## src/rtl/fifo_uart_tx.sv

```systemverilog
// Drains a synchronous FIFO one word at a time and serialises each word as a
// UART frame: start bit (0), DATA_WIDTH data bits LSB first, stop bit (1).
module fifo_uart_tx #(
  parameter int DATA_WIDTH   = 8,
  parameter int CLKS_PER_BIT = 16
) (
  input  logic                  clk,
  input  logic                  rst,
  input  logic                  tx_enable,
  input  logic                  fifo_empty,
  input  logic [DATA_WIDTH-1:0] fifo_data,
  output logic                  fifo_rd_en,
  output logic                  tx,
  output logic                  busy,
  output logic                  frame_done
);

  localparam int BAUD_W = $clog2(CLKS_PER_BIT);
  localparam int BIT_W  = $clog2(DATA_WIDTH + 1);
  localparam logic [BAUD_W-1:0] BAUD_LAST = BAUD_W'(CLKS_PER_BIT - 1);
  localparam logic [BIT_W-1:0]  BIT_LAST  = BIT_W'(DATA_WIDTH - 1);

  typedef enum logic [2:0] {IDLE, LATCH, START, DATA, STOP} state_t;

  state_t                  state_q, state_d;
  logic [BAUD_W-1:0]       baud_q, baud_d;
  logic [BIT_W-1:0]        bit_q, bit_d;
  logic [DATA_WIDTH-1:0]   shift_q, shift_d;
  logic                    tx_q, tx_d;
  logic                    busy_q, busy_d;
  logic                    done_q, done_d;
  logic                    baud_last;

  // The pop request is the only combinational output; reset masks it at once.
  assign fifo_rd_en = (state_q == IDLE) && !rst && tx_enable && !fifo_empty;
  assign baud_last  = (baud_q == BAUD_LAST);

  always_comb begin
    state_d = state_q;
    baud_d  = baud_q;
    bit_d   = bit_q;
    shift_d = shift_q;
    case (state_q)
      IDLE: begin
        baud_d = '0;
        bit_d  = '0;
        if (fifo_rd_en) state_d = LATCH;
      end
      LATCH: begin
        shift_d = fifo_data;
        baud_d  = '0;
        state_d = START;
      end
      START: begin
        if (baud_last) begin
          baud_d  = '0;
          bit_d   = '0;
          state_d = DATA;
        end else begin
          baud_d = baud_q + 1'b1;
        end
      end
      DATA: begin
        if (baud_last) begin
          baud_d  = '0;
          shift_d = shift_q >> 1;
          if (bit_q == BIT_LAST) state_d = STOP;
          else                   bit_d   = bit_q + 1'b1;
        end else begin
          baud_d = baud_q + 1'b1;
        end
      end
      STOP: begin
        if (baud_last) begin
          baud_d  = '0;
          state_d = IDLE;
        end else begin
          baud_d = baud_q + 1'b1;
        end
      end
      default: begin
        baud_d  = '0;
        bit_d   = '0;
        state_d = IDLE;
      end
    endcase
  end

  // Outputs are derived from the next state so the registered line lines up
  // with the state the FSM is actually in.
  always_comb begin
    tx_d = 1'b1;
    if (state_d == START)     tx_d = 1'b0;
    else if (state_d == DATA) tx_d = shift_d[0];
    busy_d = (state_d != IDLE);
    done_d = (state_d == STOP) && (baud_d == BAUD_LAST);
  end

  always_ff @(posedge clk) begin
    if (rst) begin
      state_q <= IDLE;
      baud_q  <= '0;
      bit_q   <= '0;
      shift_q <= '0;
      tx_q    <= 1'b1;
      busy_q  <= 1'b0;
      done_q  <= 1'b0;
    end else begin
      state_q <= state_d;
      baud_q  <= baud_d;
      bit_q   <= bit_d;
      shift_q <= shift_d;
      tx_q    <= tx_d;
      busy_q  <= busy_d;
      done_q  <= done_d;
    end
  end

  assign tx         = tx_q;
  assign busy       = busy_q;
  assign frame_done = done_q;

endmodule

```

## config.mk

```make
export PLATFORM = sky130hd
export DESIGN_NAME = fifo_uart_tx
export DESIGN_NICKNAME = d
export VERILOG_FILES = /design/src/rtl/fifo_uart_tx.sv
export SDC_FILE = /design/constraint.sdc
export NUM_CORES = 1
export LEC_CHECK = 0
export ABC_AREA = 1
export BUFFER_PORTS_ARGS = -buffer_cell sky130_fd_sc_hd__clkbuf_2
export CAP_MARGIN = 20
export CELL_PAD_IN_SITES_DETAIL_PLACEMENT = 1
export CELL_PAD_IN_SITES_GLOBAL_PLACEMENT = 1
export CORE_AREA = 2 2 52 54
export CTS_BUF_LIST = sky130_fd_sc_hd__clkbuf_8
export DETAILED_ROUTE_END_ITERATION = 7
export DIE_AREA = 0 0 54 56
export PLACE_DENSITY_LB_ADDON = 0.1
export SYNTH_ARGS = -nofsm -noshare
export SYNTH_HDL_FRONTEND = slang
export SYNTH_SLANG_ARGS = --single-unit
```

## constraint.sdc

```tcl
create_clock -name clk -period 3.1 [get_ports clk]
set_input_delay 0.62 -clock clk [delete_from_list [all_inputs] [get_ports clk]]
set_output_delay 0.62 -clock clk [all_outputs]
set_load 0.005 [all_outputs]
```

==> out/summary.txt, run 1 <==
Pin slew with the least headroom to its limit: 494 ps
Number of synthesized register bits: 22
Slowest stage delay, CP: 250 ps
Die footprint: 3020 µm²
Pwr dens: 418 nW/µm²
Setup CP Type: in2out
Setup Fix Bufs, Post-CTS: 0
CTS tree: done
Die Y: 56 µm
Worst setup path startpoint: rst
Sw Share: 0.231
Global route total overflow: 0
Worst IR Drop VDD: 0.297 mV
Vias: 1005
Cell Area, Placed: 1170 µm²
Status: finished, final reports clean
Fraction of layout cells with a size suffix above 1: 0.188
Syn Inst Count: 148
Vias per inst: 5.15
Clock slew at reported path FFs: 70 ps
Register area share after synthesis: 0.414
Number of synthesis warnings: 0
Most frequent cells in the layout: 38 x nand2_1, 22 x dfxtp_1, 18 x inv_1, 15 x clkbuf_2, 12 x nor2_1
Area of the multi-input gates: 546 µm²
Endpoints failing setup: 0
Synth Area per Inst: 7.19 µm²
Setup WS post-layout: 1100 ps
Number of global-route vias before repair: 1063
Post-CTS sizing: 0
CP endpoint kind: output port
CTS HTree Levels: 1
Final core utilization: 0.499
Clock Latency Late Sink: 260 ps
Post-CTS Hold Buffers: 0
DP Wirelength: 2020 µm
Num CTS Buffers: 3
Period minus WS final: 2000 ps
Hold Path Depth: 2
Drt drc: 0
ANT cells: 0
Fillcell total: 344
Worst r2r src: baud_q[0]
Synthesis-to-finish area growth: 14.1%
Cell taking the most area after synthesis: dfxtp_1
Worst-path cell chain: clkbuf_2 > nor3b_1 > nand3_1 > inv_1 > clkbuf_2
Worst path bufs/invs: 3
Final Hold Vio Count: 0
Sequential share of power: 0.574
Worst hold path type: reg2reg
Initial core utilization: 0.438
Largest net degree at the start of global routing: 16
Crit path DAT: 1380 ps
Design area: 1210 µm²
Crit share post-route: 0.644
Reg2reg end: shift_q[2]
Worst Skew: 2.94 ps
DR iter-0 viols: 14
Post-route ant nets: 0
Chip width: 54 µm
Finished Layout Cells: 195
CTS Sinks: 22
Detailed Routing Iterations Pass 1: 4
R2R cell count: 6
Clock Power Share: 0.349
Int Power: 0.391 mW
Max Slew Vio Count: 0
CP max FO: 15
Number of distinct library cells after synthesis: 29
Placed instance count: 192
Max cap viols: 0
Top post-synthesis cells by area: dfxtp_1 41%, nand2_1 13%, inv_1 6.3%
NumNets Final: 181
Slew Limit Headroom: 0.668
Netlist Area Pre-Place: 1060 µm²
R2R Setup Slk: 1600 ps
Leak: 0.530 nW
Commonest non-fill, non-tap cell in the layout: nand2_1
Total track usage: 0.201
Sw power: 0.117 mW
Site row count: 18
Total negative slack: 0 ps
RSZ-0062 raised after global routing: false
Crit path top cell by count: clkbuf_2
Core area: 2430 µm²
Final WL: 2530 µm
Design Power: 0.508 mW
Initial antenna violation count: 0
CTS Root Cell: clkbuf_8
Slowest-stage cell, CP: nor3b_1
Wire per inst: 13.0 µm
Startpoint types: input port
Hold Crit Start: shift_q[7]
Combinational Power Share: 0.077
First-pass GRT wire length: 4500 µm
Share of the synthesized area in the top cell type: 0.414
Global placement routability congestion: 0.789
Max clock buf depth: 2
Max Freq: 501 MHz
Pre-CTS WS: 1100 ps
Hold slack final: 469 ps
Crit path max-delay family: buffers and inverters
Crit path required time: 2480 ps
Sequential cell area: 440 µm²
Port Buf Inserts: 15
Worst Hold Endpoint: shift_q[7]
Post-synth net total: 162
I/O Pins: 16
metal layers:
metal | global-route usage | part of all wire
met1 | 0.241 | 0.46
met2 | 0.341 | 0.49
met3 | 0.0323 | 0.025
met4 | 0.0857 | 0.018
met5 | 0 | 0
cells by family after synthesis:
logic type / after synthesis / share of synthesized area
adders and majority gates: 2 / 0.0235
and+or+nand+nor: 79 / 0.354
buffers and inverters: 21 / 0.0740
DFF: 22 / 0.414
xor gates and xnor gates: 2 / 0.0165
AOI/OAI and AO/OA: 22 / 0.119
worst min-delay path, delay by kind of cell, from the launching register on:
family             cells  cell delay, ps
and+or+nand+nor        1              60
DFF                    1             310
AOI/OAI and AO/OA      1              50
worst max path at each step:
| stage | end | slack [ps] | cells past startpoint |
|---|---|---|---|
| 2_1_floorplan | fifo_rd_en | 1520 | 3 |
| 3_3_place_gp | fifo_rd_en | 1070 | 5 |
| 3_5_place_dp | fifo_rd_en | 1100 | 5 |
| 4_1_cts | fifo_rd_en | 1090 | 5 |
| 5_1_grt | fifo_rd_en | 980 | 5 |
| 6_report | fifo_rd_en | 1100 | 5 |
power groups by stage:
stage	clock (mW)	sequential (mW)	combinational (mW)
4_1_cts	0.183	0.292	0.0398
3_3_place_gp	0	0.298	0.0381
3_5_place_dp	0	0.298	0.0396
5_1_grt	0.196	0.293	0.0454
2_1_floorplan	0	0.298	0.0240
6_report	0.177	0.292	0.0392
area by class of cell:
type                            instances  area share
Timing Repair Buffer                   15      0.0618
Inverter                               20      0.0618
Clock buffer                            3      0.0340
Multi-Input combinational cell        105       0.449
Sequential cell                        22       0.363
Tap cell                               30      0.0309
sequential cells by signal, summed over array words and instances (netlist names):
name,count
baud_q,4
tx,1
bit_q,4
state_q,3
frame_done,1
busy,1
shift_q,8
Yosys cell counts:
master	number
clkbuf_1	1
o21ai_0	5
nand4_1	2
inv_1	18
a21oi_2	1
nor3_1	4
a211oi_1	1
a21oi_1	7
nor2_4	2
o21ai_1	2
a31oi_1	4
nand2_1	38
inv_2	2
nor3b_1	1
nor2_1	12
nand3_1	10
xnor2_1	1
nor2_2	2
ha_1	2
o21bai_1	1
nor4_1	1
nand2_4	2
or2_2	1
or2_1	1
o211ai_1	1
nand3_2	1
nand2_2	2
dfxtp_1	22
xor2_1	1
No activity file was read; power rests on OpenSTA's default activity.
==> inputs of run 2 (changes only) <==
--- a/config.mk
+++ b/config.mk
@@ -10,10 +10,10 @@
 export CAP_MARGIN = 20
 export CELL_PAD_IN_SITES_DETAIL_PLACEMENT = 1
 export CELL_PAD_IN_SITES_GLOBAL_PLACEMENT = 1
-export CORE_AREA = 2 2 52 54
+export CORE_AREA = 2 2 54 56
 export CTS_BUF_LIST = sky130_fd_sc_hd__clkbuf_8
 export DETAILED_ROUTE_END_ITERATION = 7
-export DIE_AREA = 0 0 54 56
+export DIE_AREA = 0 0 56 58
 export PLACE_DENSITY_LB_ADDON = 0.1
 export SYNTH_ARGS = -nofsm -noshare
 export SYNTH_HDL_FRONTEND = slang
==> constraint.sdc (replaced) <==
create_clock -name clk -period 2.06 [get_ports clk]
set_input_delay 0.412 -clock clk [delete_from_list [all_inputs] [get_ports clk]]
set_output_delay 0.412 -clock clk [all_outputs]
set_load 0.005 [all_outputs]
==> out/summary.txt, run 2 (synthesized netlist as in run 1, its figures left out) <==
Status: finished, final reports clean
Worst hold path type: in2reg
Most frequent cells in the layout: 38 x nand2_1, 22 x dfxtp_1, 18 x inv_1, 15 x clkbuf_2, 12 x nor2_1
Worst-path cell chain: nor2_1 > nand3_1 > inv_1 > clkbuf_2
Startpoint types: register
Number of global-route vias before repair: 1062
Post-CTS sizing: 0
Routing usage on met1: 0.222
Design Power: 0.910 mW
Area of the multi-input gates: 546 µm²
Commonest non-fill, non-tap cell in the layout: nand2_1
Initial antenna violation count: 0
Vias: 1015
Finished Layout Cells: 198
Drt drc: 0
ANT cells: 0
Total track usage: 0.183
Detailed Routing Iterations Pass 1: 4
R2R Setup Slk: 520 ps
Max Slew Vio Count: 0
Crit path required time: 1650 ps
Post-route ant nets: 0
Gr busiest metal: met2
Synthesis-to-finish area growth: 17.7%
Total negative slack: 0 ps
GRT met3 Usage: 0.0558
Initial core utilization: 0.400
Worst Skew: 7.99 ps
Fillcell total: 361
Crit path max-delay family: simple AND/OR/NAND/NOR gates
Period minus WS final: 1590 ps
Placed instance count: 194
Biggest register: shift_q
Vias per inst: 5.13
CP max FO: 4
CTS Sinks: 22
Fraction of layout cells with a size suffix above 1: 0.198
Port Buf Inserts: 15
Core area: 2660 µm²
Slowest-stage cell, CP: dfxtp_1
Pwr dens: 726 nW/µm²
Num CTS Buffers: 3
CP endpoint kind: output port
DP Wirelength: 2080 µm
Sequential cell area: 440 µm²
Crit share post-route: 0.774
First-pass GRT wire length: 4700 µm
Die Y: 58 µm
Leak: 0.549 nW
Endpoints failing setup: 0
Site row count: 19
Post-CTS Hold Buffers: 0
Global placement routability congestion: 0.835
Clock Latency Late Sink: 270 ps
Final Hold Vio Count: 0
Global route total overflow: 0
DR iter-0 viols: 12
I/O Pins: 16
Met2 Use GR: 0.323
CTS HTree Levels: 1
Max clock buf depth: 2
Wire per inst: 13.3 µm
Largest net degree at the start of global routing: 15
Slowest stage delay, CP: 350 ps
Max FFs per register: 8
Max cap viols: 0
Pin slew with the least headroom to its limit: 526 ps
NumNets Final: 182
Clock slew at reported path FFs: 90 ps
Biggest regs: shift_q x8, baud_q x4, bit_q x4
Die footprint: 3250 µm²
Chip width: 56 µm
Worst IR Drop VDD: 0.481 mV
Setup CP Type: reg2out
Crit path DAT: 1180 ps
RSZ-0062 raised after global routing: false
Max Freq: 627 MHz
Final WL: 2630 µm
CTS Root Cell: clkbuf_8
Setup Fix Bufs, Post-CTS: 0
Worst path bufs/invs: 2
Slew Limit Headroom: 0.647
CTS tree: done
==> run 2: worst paths after layout <==
check / end / startpoint / cells after the start
hold reg to reg: shift_q[7] / shift_q[7] / 2
setup / recovery: fifo_rd_en / state_q[0] / 4
hold / removal: shift_q[7] / fifo_data[7] / 3
setup reg to reg: shift_q[4] / baud_q[0] / 6
==> run 2: worst register-to-register path, delay by kind of cell (launching register included) <==
kind / cells / cell delay, ps
compound gates: 2 / 580
fa+ha+maj: 1 / 240
simple gates: 3 / 320
flops: 1 / 330
==> run 2: cell type report <==
cell class | count | share of cell area
multi-input combinational | 105 | 0.435
clock inverter | 1 | 0.0240
clock buffer | 3 | 0.0329
tap | 31 | 0.0309
timing repair buffer | 16 | 0.0659
inverter | 20 | 0.0599
sequential | 22 | 0.351
==> run 2: layer usage <==
metal / vias up / wire length [µm]
met4: 0 / 14
met1: 483 / 1210
li1: 516 / -
met5: - / 0
met3: 3 / 83
met2: 13 / 1320
==> run 2: power by group <==
part / internal, mW / switching [mW] / leakage, nW
clock network: 0.260 / 0.150 / 0.0357
logic: 0.0251 / 0.0364 / 0.335
registers: 0.434 / 0.00528 / 0.178
==> run 2: through the flow <==
stage	cell area (µm²)	utilization	hold WS [ps]	worst slack, ps
after floorplan	1060	-	439	812
after global placement	1180	0.444	451	640
after detailed placement	1180	0.444	457	523
after CTS	1250	0.471	366	440
after global routing	1250	0.471	401	367
final	1250	0.471	369	466
